===== src/rtl/prior_sel_pkg.sv =====
// Shared types and helpers for the prior_sel arbiter family: FSM states,
// priority-direction constants and constant-evaluable utility functions.
package prior_sel_pkg;

    typedef enum logic {
        EMPTY = 1'b0,
        FULL  = 1'b1
    } state_t;

    localparam int PRIO_MSB = 1;
    localparam int PRIO_LSB = -1;

    function automatic logic valToBool(input int v);
        return v != 0;
    endfunction

    // Smallest r with 2**r >= v; at least 1 so index ports never collapse.
    function automatic int unsigned clog2(input int unsigned v);
        int unsigned r;
        r = 1;
        for (int unsigned i = 1; i < 32; i++) begin
            if ((64'd1 << i) < 64'(v)) r = i + 1;
        end
        return r;
    endfunction

endpackage


===== src/rtl/prior_sel_arb_pick.sv =====
// Masked priority encoder: picks the highest-priority request inside mask,
// falling back to the unmasked requests when the masked set is empty.
module prior_sel_arb_pick
    import prior_sel_pkg::*;
#(
    parameter int unsigned N     = 8,
    parameter int unsigned IDX_W = clog2(N)
) (
    input  logic [N-1:0]     req,
    input  logic [N-1:0]     mask,
    input  logic             direction,
    output logic [N-1:0]     grant,
    output logic [IDX_W-1:0] idx
);

    logic [N-1:0] masked;

    function automatic logic [N-1:0] first_hot(input logic [N-1:0] v, input logic msb_first);
        logic [N-1:0] r;
        r = '0;
        if (msb_first) begin
            for (int i = 0; i < int'(N); i++) begin
                if (v[i]) begin
                    r    = '0;
                    r[i] = 1'b1;
                end
            end
        end else begin
            for (int i = int'(N) - 1; i >= 0; i--) begin
                if (v[i]) begin
                    r    = '0;
                    r[i] = 1'b1;
                end
            end
        end
        return r;
    endfunction

    assign masked = req & mask;
    assign grant  = (|masked) ? first_hot(masked, direction) : first_hot(req, direction);

    always_comb begin
        idx = '0;
        for (int unsigned i = 0; i < N; i++) begin
            if (grant[i]) idx = idx | IDX_W'(i);
        end
    end

endmodule


===== src/rtl/prior_sel_arb.sv =====
// One-deep registered priority selector with valid/ready handshakes.
// Define PRIOR_SEL_ARB_ROUND_ROBIN_EN for round-robin instead of fixed priority.
module prior_sel_arb
    import prior_sel_pkg::*;
#(
    parameter int unsigned BIT_WIDTH          = 2,
    parameter int unsigned SEL_SIG_NUMS       = 8,
    parameter int          PRIORITY_DIRECTION = 1,
    parameter int          DEFAULT_INPUT_EN   = 0,
    localparam int unsigned DEF   = valToBool(DEFAULT_INPUT_EN) ? 1 : 0,
    localparam int unsigned IDX_W = clog2(SEL_SIG_NUMS)
) (
    input  logic                                   clk,
    input  logic                                   rst,
    input  logic [BIT_WIDTH*(SEL_SIG_NUMS+DEF)-1:0] in_data,
    input  logic [SEL_SIG_NUMS-1:0]                in_valid,
    output logic [SEL_SIG_NUMS-1:0]                in_ready,
    output logic [BIT_WIDTH-1:0]                   out_data,
    output logic                                   out_valid,
    input  logic                                   out_ready,
    output logic [SEL_SIG_NUMS-1:0]                out_grant,
    output logic [IDX_W-1:0]                       out_idx
);

    localparam logic DIR_MSB = (PRIORITY_DIRECTION >= 0);

    state_t                  state_q;
    state_t                  state_d;
    logic [SEL_SIG_NUMS-1:0] mask;
    logic [SEL_SIG_NUMS-1:0] grant;
    logic [IDX_W-1:0]        idx;
    logic [BIT_WIDTH-1:0]    lane_sel;
    logic [BIT_WIDTH-1:0]    dflt_lane;
    logic [BIT_WIDTH-1:0]    data_d;
    logic [SEL_SIG_NUMS-1:0] grant_d;
    logic [IDX_W-1:0]        idx_d;
    logic                    space;
    logic                    load;

    assign space     = (state_q == EMPTY) || out_ready;
    assign load      = space && (|in_valid);
    assign in_ready  = grant & {SEL_SIG_NUMS{space && !rst}};
    assign out_valid = (state_q == FULL);

`ifdef PRIOR_SEL_ARB_ROUND_ROBIN_EN
    // Reset pointer leaves the mask empty so the first search covers all requesters.
    localparam logic [IDX_W-1:0] PTR_RST = DIR_MSB ? '0 : IDX_W'(SEL_SIG_NUMS - 1);

    logic [IDX_W-1:0] ptr_q;

    always_comb begin
        mask = '0;
        for (int unsigned i = 0; i < SEL_SIG_NUMS; i++) begin
            mask[i] = DIR_MSB ? (IDX_W'(i) < ptr_q) : (IDX_W'(i) > ptr_q);
        end
    end

    always_ff @(posedge clk) begin
        if (rst)       ptr_q <= PTR_RST;
        else if (load) ptr_q <= idx;
    end
`else
    assign mask = '1;
`endif

    prior_sel_arb_pick #(
        .N     (SEL_SIG_NUMS),
        .IDX_W (IDX_W)
    ) u_pick (
        .req       (in_valid),
        .mask      (mask),
        .direction (DIR_MSB),
        .grant     (grant),
        .idx       (idx)
    );

    always_comb begin
        lane_sel = '0;
        for (int unsigned i = 0; i < SEL_SIG_NUMS; i++) begin
            lane_sel = lane_sel | (in_data[i*BIT_WIDTH +: BIT_WIDTH] & {BIT_WIDTH{grant[i]}});
        end
    end

    // Without a default lane the idle value is simply the held output.
    if (DEF != 0) begin : g_dflt
        assign dflt_lane = in_data[SEL_SIG_NUMS*BIT_WIDTH +: BIT_WIDTH];
    end else begin : g_hold
        assign dflt_lane = out_data;
    end

    always_comb begin
        state_d = state_q;
        data_d  = out_data;
        grant_d = out_grant;
        idx_d   = out_idx;
        if (load) begin
            state_d = FULL;
            data_d  = lane_sel;
            grant_d = grant;
            idx_d   = idx;
        end else if (space) begin
            state_d = EMPTY;
            data_d  = dflt_lane;
            grant_d = '0;
        end
    end

    always_ff @(posedge clk) begin
        if (rst) begin
            state_q   <= EMPTY;
            out_data  <= '0;
            out_grant <= '0;
            out_idx   <= '0;
        end else begin
            state_q   <= state_d;
            out_data  <= data_d;
            out_grant <= grant_d;
            out_idx   <= idx_d;
        end
    end

endmodule


===== config.mk =====
export PLATFORM = sky130hd
export DESIGN_NAME = prior_sel_arb
export DESIGN_NICKNAME = d
export VERILOG_FILES = /design/src/rtl/prior_sel_pkg.sv /design/src/rtl/prior_sel_arb_pick.sv /design/src/rtl/prior_sel_arb.sv
export SDC_FILE = /design/constraint.sdc
export NUM_CORES = 1
export LEC_CHECK = 0
export ABC_AREA = 1
export BUFFER_PORTS_ARGS = -buffer_cell sky130_fd_sc_hd__buf_4
export CORE_AREA = 4 4 63 65
export CTS_CLUSTER_SIZE = 14
export DETAILED_ROUTE_END_ITERATION = 6
export DIE_AREA = 0 0 67 69
export SLEW_MARGIN = 15
export SYNTH_ARGS = -nofsm -noshare
export SYNTH_HDL_FRONTEND = slang
export SYNTH_SLANG_ARGS = --single-unit

===== constraint.sdc =====
create_clock -name clk -period 1.67 [get_ports clk]
set_input_delay 0.334 -clock clk [delete_from_list [all_inputs] [get_ports clk]]
set_output_delay 0.334 -clock clk [all_outputs]
set_load 0.01 [all_outputs]

==> results of run 1 <==
==> flip-flops by register name, summed over array words and instances (netlist names) <==
signal / count
out_grant: 8
out_idx: 3
out_data: 2
out_valid: 1
==> report_power, final <==
part | switching (W) | internal [W] | total [W] | leakage, nW
Clock | 0.000109 | 0.000133 | 0.000242 | 0.0210
Combinational | 0.000102 | 0.0000971 | 0.000199 | 0.517
Sequential | 0.00000751 | 0.000349 | 0.000357 | 0.115
==> critical path, stage by stage, from the launching register on <==
cell and delay (ps):
dfxtp_1 310, inv_1 60, nor2_2 40, inv_1 110, nand2_4 100, nor4_1 180
buf_4 170
==> worst min path at each step <==
| stage | start | endpoint | slack (ps) | depth (start not counted) |
|---|---|---|---|---|
| 2_1_floorplan | in_valid[7] | out_grant[7] | 480 | 2 |
| 3_3_place_gp | out_grant[0] | out_grant[0] | 460 | 2 |
| 3_5_place_dp | out_grant[5] | out_grant[5] | 460 | 2 |
| 4_1_cts | in_valid[7] | out_grant[7] | 350 | 3 |
| 5_1_grt | in_valid[6] | out_grant[6] | 350 | 3 |
| 6_report | in_valid[7] | out_grant[7] | 360 | 3 |
==> metal layers <==
layer | up-vias | routed length (um) | track usage, % | share of wire [%]
met4 | 0 | 0 | 0.676 | 0
met2 | 29 | 1300 | 18.6 | 50
met3 | 0 | 229 | 5.19 | 8.7
met5 | - | 0 | 0 | 0
met1 | 421 | 1090 | 13.2 | 42
li1 | 527 | - | - | -
==> stage by stage <==
stage	power, W	hold WS (ps)	std cells	setup TNS, ps	utilization (%)
CTS	0.000805	354	226	0	39.3
global placement	0.000562	456	222	0	38.2
global route	0.000850	351	226	-25.5	39.9
floorplan	0.000452	477	125	0	-
detailed placement	0.000562	460	222	0	38.2
finish	0.000798	357	226	0	39.9
==> Yosys cell counts <==
library cell,count,area share (%)
nand3b_1,2,1.8
inv_1,13,5.8
a21oi_1,15,8.9
inv_2,1,0.45
nand4_1,4,3.0
nor2_1,15,6.7
nor3_1,2,1.2
nand3_2,1,1.2
o21ai_0,5,3.0
dfxtp_1,14,33
nor2_4,3,4.0
buf_6,1,1.3
nor4_1,3,2.2
nand2_1,28,12
clkbuf_1,1,0.45
nand2_4,1,1.3
buf_8,1,1.8
nor2_8,1,2.4
nor2_2,2,1.5
nand3_1,12,7.1
==> placed cells by master (no fill, tap or decap), drive strengths merged <==
cell type / netlist / routed
nand4: 4 / 4
clkbuf: 1 / 4
nor4: 3 / 3
nand2: 29 / 29
a21oi: 15 / 15
nor3: 2 / 2
nor2: 21 / 21
inv: 14 / 14
nand3: 13 / 13
dfxtp: 14 / 14
o21ai: 5 / 5
buf: 2 / 54
nand3b: 2 / 2
==> layout make-up <==
type,instances,area (um^2)
tap,46,57.6
timing repair buffer,54,405
clock buffer,4,36.3
sequential,14,280
multi-input combinational,94,498
fill,369,2010
inverter,14,52.6
==> kinds of logic after synthesis <==
kind of cell / after synthesis
AO/OA/AOI/OAI: 20
buffers and inverters: 17
flip-flops: 14
AND/OR/NAND/NOR: 74
==> results by group, run 1 <==
Synth
  – Post-synthesis compound-gate area fraction: roughly an eighth
  – Synth Area in Adders: 0%
  – Yosys warns: 0
  – Syn nets: 152
  – Avg Inst Size Synth: ~6.7 um^2
  – Simple-Gate Fraction of Synth Area: roughly 45%
  – Post-Syn Instances: 125
  – Syn Std Cell Area: about 840 um^2
  – Yosys reg bits: 14
  – Sequential share of the synthesized area: about a third
  – XOR/XNOR share of the synthesized area: 0%
  – Main combinational cell family by area after synthesis: simple AND/OR/NAND/NOR gates
  – Proportion of synthesized area in mux cells: 0%
  – Distinct cells, synth: 20

Place
  – Placed inst area: between 1000 and 1500 um^2
  – Hpwl dp: approximately 2200 um
  – Gpl congestion: 0.752
  – Setup WS pre-CTS: around 180 ps
  – IO Port Bufs: 48

Critical path
  – Reg2reg path depth: 7
  – Arr. time, crit path: 1250 ps
  – Critical path type: register to output port
  – CP Capture Type: output port
  – Worst Setup EP: in_ready[4]
  – R2R Path Start: out_valid
  – CP startpoint: out_valid
  – Reg-to-reg endpoint: out_data[0]
  – CP Launch Type: register
  – Worst EP required: ~1300 ps
  – Max FO, Critical Path: 8
  – R2R setup slack: around 500 ps

Floorplan
  – Num rows: 21
  – Initial core utilization: between 20% and 30%
  – CORE AREA: 3340 um^2
  – Die Footprint: 4620 um^2
  – Die width: 67 um
  – Top-Level Pins: 49
  – Die H: 69 um

Clock tree
  – CTS tree: done
  – Clk buf depth: 2
  – CTS clk-pin slew, worst paths: approximately 90 ps
  – # clock sinks: 14
  – Number of setup buffers added after CTS: 0
  – Htree depth: 1
  – CTS buffer count: 3
  – Clock Latency Late Sink: approximately 280 ps
  – Post-CTS Hold Fix Bufs: 0
  – Clock root buffer: clkbuf_4
  – PostCTS Resize Cnt: 1

Global route
  – First-pass GRT wire length: 4020 um
  – Largest net degree at the start of global routing: 19
  – GRT Residual Overflow: 0
  – GRT Overall Usage: approximately 11%
  – Vias in the first global route: 913
  – Initial antenna violation count: 0

Drt
  – Antenna-violating nets left: 0
  – DR WL/cell: about 12 um
  – Drt via density: around 4.3
  – DRC errors left: 0
  – Final wirelength: 2620 um
  – 1st-pass router iterations: 4
  – 1st-iter DRT viols: 17
  – Vias: a little under 1,000

Finish
  – Final net count: between 200 and 250
  – Design area: between 1000 and 1500 um^2
  – Share of cells above drive strength 1: 38.9%
  – Synth-to-Final Area Change: 58.2%
  – Diodes inserted: 0

Timing
  – Fin. Hold Viols: 0
  – Final period util: around 95%
  – Worst setup margin: slightly below 90 ps
  – Achievable Freq: between 0.6 and 0.7 GHz
  – Slew Viols, Final: 0
  – Worst-Margin Slew: 239 ps
  – Clock skew: between 4 and 5 ps
  – Rel. slew slack: 84.1%
  – Final setup vio count: 0
  – Final min period: between 1500 and 2000 ps

Power
  – PD cells: roughly 600 nW/um^2
  – Max IR drop VDD: 0.379 mV
  – Leakage: ~0.65 nW

Status
  – Status: finished, final reports clean

Flow run
  – Max Cap Viol: 0

Worst hold path
  – Hold WC Path Type: primary input to register
(Power assumes the default switching activity.)
==> inputs of run 2 (changes only) <==
- CTS_BUF_LIST: unset -> sky130_fd_sc_hd__clkbuf_4
==> run 2 against run 1 <==
  * Critical path type unchanged
  * Largest cell class unchanged
  * Sequential cell count is the same
  * Clock skew grew 2.8 ps
  * Sequential share of layout area grew 0.16 points
  * Via count shrank 1.1%
  * Die area is the same
  * Final cell count is the same
  * Critical endpoint unchanged
==> results by group, run 2 (synthesis gave the netlist of run 1 again) <==
Floorplan
  – Die H: around 69 um
  – Die Footprint: roughly 4600 um^2
  – Top-Level Pins: just under 50
  – CORE AREA: approximately 3300 um^2
  – Die width: 67 um
  – Num rows: 21
  – Initial core utilization: about a quarter

Critical path
  – Reg2reg path depth: 7
  – Slowest cell on the critical path: dfxtp_1
  – CP bufs+invs: 3
  – Worst path max stage delay: around 310 ps
  – CP cell instances: inv_1 > nor2_2 > inv_1 > nand2_4 > nor4_1 > buf_4
  – R2R Path Start: out_valid
  – CP dominant cell by count: inv_1
  – R2R setup slack: about 510 ps
  – Crit path max-delay family: buffers and inverters
  – CP Launch Type: register
  – CP Capture Type: output port
  – Worst Setup EP: in_ready[4]
  – Critical path depth in cells: 6
  – CP startpoint: out_valid
  – Critical path type: register to output port
  – Max FO, Critical Path: 8
  – Worst EP required: around 1300 ps
  – Arr. time, crit path: 1240 ps
  – Reg-to-reg endpoint: out_data[0]

Global route
  – Met1 Resource Use GR: about an eighth
  – Vias in the first global route: 913
  – Met3 Usage GRT: 5.19%
  – GRT Residual Overflow: 0
  – GRT Overall Usage: between 10 and 15%
  – Initial antenna violation count: 0
  – Largest net degree at the start of global routing: 19
  – Busiest grt layer: met2
  – Grt met2 use: roughly 19%
  – First-pass GRT wire length: between 4000 and 5000 um

Place
  – Gpl congestion: 0.752
  – Hpwl dp: 2170 um
  – Setup WS pre-CTS: 179 ps
  – IO Port Bufs: 48

Drt
  – Vias: 966
  – DRC errors left: 0
  – 1st-iter DRT viols: 17
  – Drt via density: between 4 and 5
  – Antenna-violating nets left: 0
  – DR WL/cell: 11.5 um
  – Final wirelength: roughly 2600 um
  – 1st-pass router iterations: 4

Clock tree
  – Htree depth: 1
  – Clk buf depth: 2
  – CTS clk-pin slew, worst paths: 90 ps
  – Clock Latency Late Sink: approximately 280 ps
  – Number of setup buffers added after CTS: 0
  – CTS buffer count: 3
  – CTS tree: done
  – Clock root buffer: clkbuf_4
  – Post-CTS Hold Fix Bufs: 0
  – # clock sinks: 14

Timing
  – Final min period: 1580 ps
  – Final setup vio count: 0
  – Worst setup margin: 91.2 ps
  – Setup tns final: 0 ps
  – Clock skew: 7.77 ps
  – Worst-Margin Slew: about 220 ps
  – Slew Viols, Final: 0
  – Final period util: between 90% and 100%
  – Achievable Freq: 0.633 GHz
  – Fin. Hold Viols: 0
  – Rel. slew slack: between 80% and 90%

Power
  – Max IR drop VDD: between 0.3 and 0.4 mV
  – Leakage: approximately 0.65 nW
  – PD cells: around 570 nW/um^2

Finish
  – Max FFs per register: 8
  – Regs by FF count: out_grant (8), out_idx (3), out_data (2)
  – Layout fillers: 370
  – Share of cells above drive strength 1: between 30% and 40%
  – Post-layout util: 39.6%
  – Synth-to-Final Area Change: 57.0%
  – Largest reg by FF count: out_grant
  – Most common cell after layout, fill and taps aside: buf_4
  – Final net count: 208
  – Most frequent cells in the layout: buf_4 (54), nand2_1 (27), nor2_1 (15), a21oi_1 (15), dfxtp_1 (14)
  – Diodes inserted: 0

Worst hold path
  – Hold wc startpoint: in_valid[7]
  – Hold WC Path Type: primary input to register

Status
  – Status: finished, final reports clean

Flow run
  – Max Cap Viol: 0
[run 2: cell count changes in the layout (fill, tap and decap cells not counted)]
cell and delta:
clkbuf_8 -1, clkinv_1 +1
[run 2: how the worst min path moves through the flow]
| stage | endpoint | depth (start not counted) |
|---|---|---|
| finish | out_grant[7] | 3 |
| global route | out_grant[6] | 3 |
| CTS | out_grant[7] | 3 |
| detailed placement | out_grant[5] | 2 |
| global placement | out_grant[0] | 2 |
| floorplan | out_grant[7] | 2 |
[run 2: final cells by class]
class	count	area [um^2]	share of cell area, %
repair buffers	54	405	30.7
multi-input cells	94	498	37.7
flip-flops and latches	14	280	21.2
clock buffers	3	22.5	1.71
clock inverters	1	3.75	0.284
well taps	46	57.6	4.36
inverters	14	52.6	3.98
[run 2: tightest hold or removal path: stages]
cell and delay, ps:
buf_4 140, nand2_1 60, a21oi_1 50
[run 2: report_power, final]
part	total (W)	internal [W]	leakage, nW	switching (W)
sequential	0.000357	0.000349	0.115	0.00000751
clock	0.000193	0.0000866	0.0154	0.000107
combinational	0.000199	0.0000971	0.517	0.000102
[run 2: timing repair]
action,CTS,global route
resized for setup,1,3
gates cloned,0,0
endpoints found under the setup margin,2,3
[run 2: layer usage]
layer	vias up	wire (um)
met5	-	0
met4	0	0
met3	0	227
met2	29	1290
met1	412	1090
li1	525	-
[run 2: stage by stage]
stage          cells  hold WS (ps)  total power, W  instance area [um^2]
3_5_place_dp     222           460        0.000562                  1270
3_3_place_gp     222           456        0.000562                  1270
6_report         226           357        0.000749                  1320
4_1_cts          226           354        0.000756                  1300
2_1_floorplan    125           477        0.000452                   841
5_1_grt          226           351        0.000803                  1320
==> inputs of run 3 (changes only) <==
- REMOVE_ABC_BUFFERS: unset -> 1
==> run 3 against run 2 <==
  * Design area rose by 0.38%
  * Via count fell by 0.93%
  * Utilization rose by 0.15 points
  * Total power fell by 1.3%
  * Maximum frequency fell by 0.84%
  * Sequential cell count did not move
  * Combinational power barely moved
  * Sequential share of layout area fell by 0.080 points
  * Clock skew fell by 5.2 ps
  * First-iteration DRC count rose by 53%
  * Sequential power barely moved
  * Worst hold slack got worse by 3.6 ps
  * Largest cell class unchanged
==> results by group, run 3 (synthesis gave the netlist of run 1 again) <==
Timing
  – Final min period: ~1600 ps
  – Clock skew: about 2.6 ps
  – Final period util: between 90% and 100%
  – Achievable Freq: between 0.6 and 0.7 GHz
  – Slew Viols, Final: 0
  – Final setup vio count: 0
  – Fin. Hold Viols: 0
  – RSZ-0062 raised after global routing: true
  – Worst-Margin Slew: around 240 ps
  – Rel. slew slack: 83.8%

Critical path
  – CP startpoint: out_valid
  – R2R Path Start: out_valid
  – R2R setup slack: about 500 ps
  – Critical path type: register to output port
  – Worst path max stage delay: 310 ps
  – Worst Setup EP: in_ready[6]
  – Worst EP required: around 1300 ps
  – Arr. time, crit path: ~1300 ps
  – Max FO, Critical Path: 8
  – CP Capture Type: output port
  – Reg-to-reg endpoint: out_data[0]
  – CP cell instances: inv_1 > nor2_2 > inv_1 > nand2_2 > nor3_1 > buf_4
  – Reg2reg path depth: 7
  – Slowest cell on the critical path: dfxtp_1
  – CP dominant cell by count: inv_1
  – CP Launch Type: register

Global route
  – Vias in the first global route: 946
  – Grt met2 use: around 17%
  – GRT Overall Usage: 11.3%
  – Met3 Usage GRT: between 5 and 6%
  – First-pass GRT wire length: 4170 um
  – Largest net degree at the start of global routing: 19
  – Met1 Resource Use GR: 14.7%
  – Busiest grt layer: met2
  – Initial antenna violation count: 0
  – GRT Residual Overflow: 0

Power
  – Max IR drop VDD: between 0.3 and 0.4 mV
  – Sw Ratio: 28.3%
  – Clock power share: 24.6%
  – Net Switching: 0.000209 W
  – Leakage: roughly 0.65 nW
  – Logic pwr share: 27.0%
  – Seq pwr share: 48.4%
  – Pwr Total: about 0.00074 W
  – PD cells: 558 nW/um^2
  – Int Pwr: 0.000531 W

Drt
  – 1st-pass router iterations: 4
  – Vias: around 960
  – Antenna-violating nets left: 0
  – 1st-iter DRT viols: 26
  – Drt via density: 4.23
  – DRC errors left: 0
  – DR WL/cell: around 12 um
  – Final wirelength: 2640 um

Floorplan
  – Initial core utilization: between 20% and 30%
  – Die width: around 67 um
  – CORE AREA: 3340 um^2
  – Top-Level Pins: around 50
  – Num rows: 21
  – Die H: 69 um
  – Die Footprint: about 4600 um^2

Finish
  – Largest reg by FF count: out_grant
  – Final net count: about 210
  – Multi-input logic area: between 400 and 500 um^2
  – Regs by FF count: out_grant (8), out_idx (3), out_data (2)
  – Share of cells above drive strength 1: roughly 39%
  – Most common cell after layout, fill and taps aside: buf_4
  – Post-layout util: between 30 and 40%
  – Max FFs per register: 8
  – Register area: 280 um^2
  – Synth-to-Final Area Change: 57.6%
  – Most frequent cells in the layout: buf_4 (55), nand2_1 (27), nor2_1 (15), a21oi_1 (15), dfxtp_1 (14)
  – Diodes inserted: 0
  – Layout fillers: approximately 380

Clock tree
  – Clk buf depth: 2
  – CTS clk-pin slew, worst paths: around 80 ps
  – Post-CTS Hold Fix Bufs: 0
  – # clock sinks: 14
  – CTS buffer count: 3
  – Number of setup buffers added after CTS: 0
  – Htree depth: 1
  – CTS tree: done
  – Clock root buffer: clkbuf_4
  – Clock Latency Late Sink: between 200 and 300 ps
  – PostCTS Resize Cnt: 3

Place
  – IO Port Bufs: 48
  – Hpwl dp: roughly 2100 um
  – Gpl congestion: between 0.8 and 0.9

Worst hold path
  – Hold WC Path Type: primary input to register

Status
  – Status: finished, final reports clean

Flow run
  – Max Cap Viol: 0
==> run 3: cell types whose count changed in the layout (fill, tap and decap cells not counted), sizes merged <==
cell    before  now
clkinv       1    0
buf         54   55
==> run 3: cell type report <==
type                            count  share of cell area [%]
Timing Repair Buffer               55                    31.2
Inverter                           14                    3.97
Sequential cell                    14                    21.2
Clock buffer                        3                    1.70
Tap cell                           46                    4.34
Multi-Input combinational cell     94                    37.7
==> run 3: through the flow <==
stage / TNS [ps] / cell area (um^2) / std cells / setup WS, ps / hold WS [ps]
after floorplan: 0 / 811 / 122 / 197 / 403
after global placement: 0 / 1280 / 223 / 116 / 456
after detailed placement: 0 / 1280 / 223 / 116 / 459
after CTS: 0 / 1320 / 226 / 47.5 / 337
after global routing: -31.8 / 1330 / 226 / -12.9 / 343
final: 0 / 1330 / 226 / 77.8 / 353
==> run 3: metal layers <==
metal | up-vias | wire, um
li1 | 525 | -
met1 | 403 | 1190
met2 | 29 | 1210
met3 | 0 | 241
met4 | 0 | 0
met5 | - | 0
==> run 3: worst min-delay path by stage <==
stage	startpoint	cells after the start	slack [ps]	to
floorplan	rst	1	400	out_grant[0]
global placement	out_grant[2]	2	460	out_grant[2]
detailed placement	out_grant[2]	2	460	out_grant[2]
CTS	out_ready	4	340	out_valid
global route	out_ready	4	340	out_valid
finish	out_ready	4	350	out_valid
==> run 3: power groups by stage <==
stage / registers [W] / clock network (W) / logic (W)
after global routing: 0.000360 / 0.000213 / 0.000220
after floorplan: 0.000372 / 0 / 0.0000719
after global placement: 0.000365 / 0 / 0.000198
after detailed placement: 0.000365 / 0 / 0.000198
after CTS: 0.000358 / 0.000195 / 0.000202
final: 0.000358 / 0.000182 / 0.000200
==> run 3: critical path: cells and delay by family (launching register included) <==
kind	cells	cell delay, ps
flops	1	310
buf+inv	3	290
simple gates	3	390
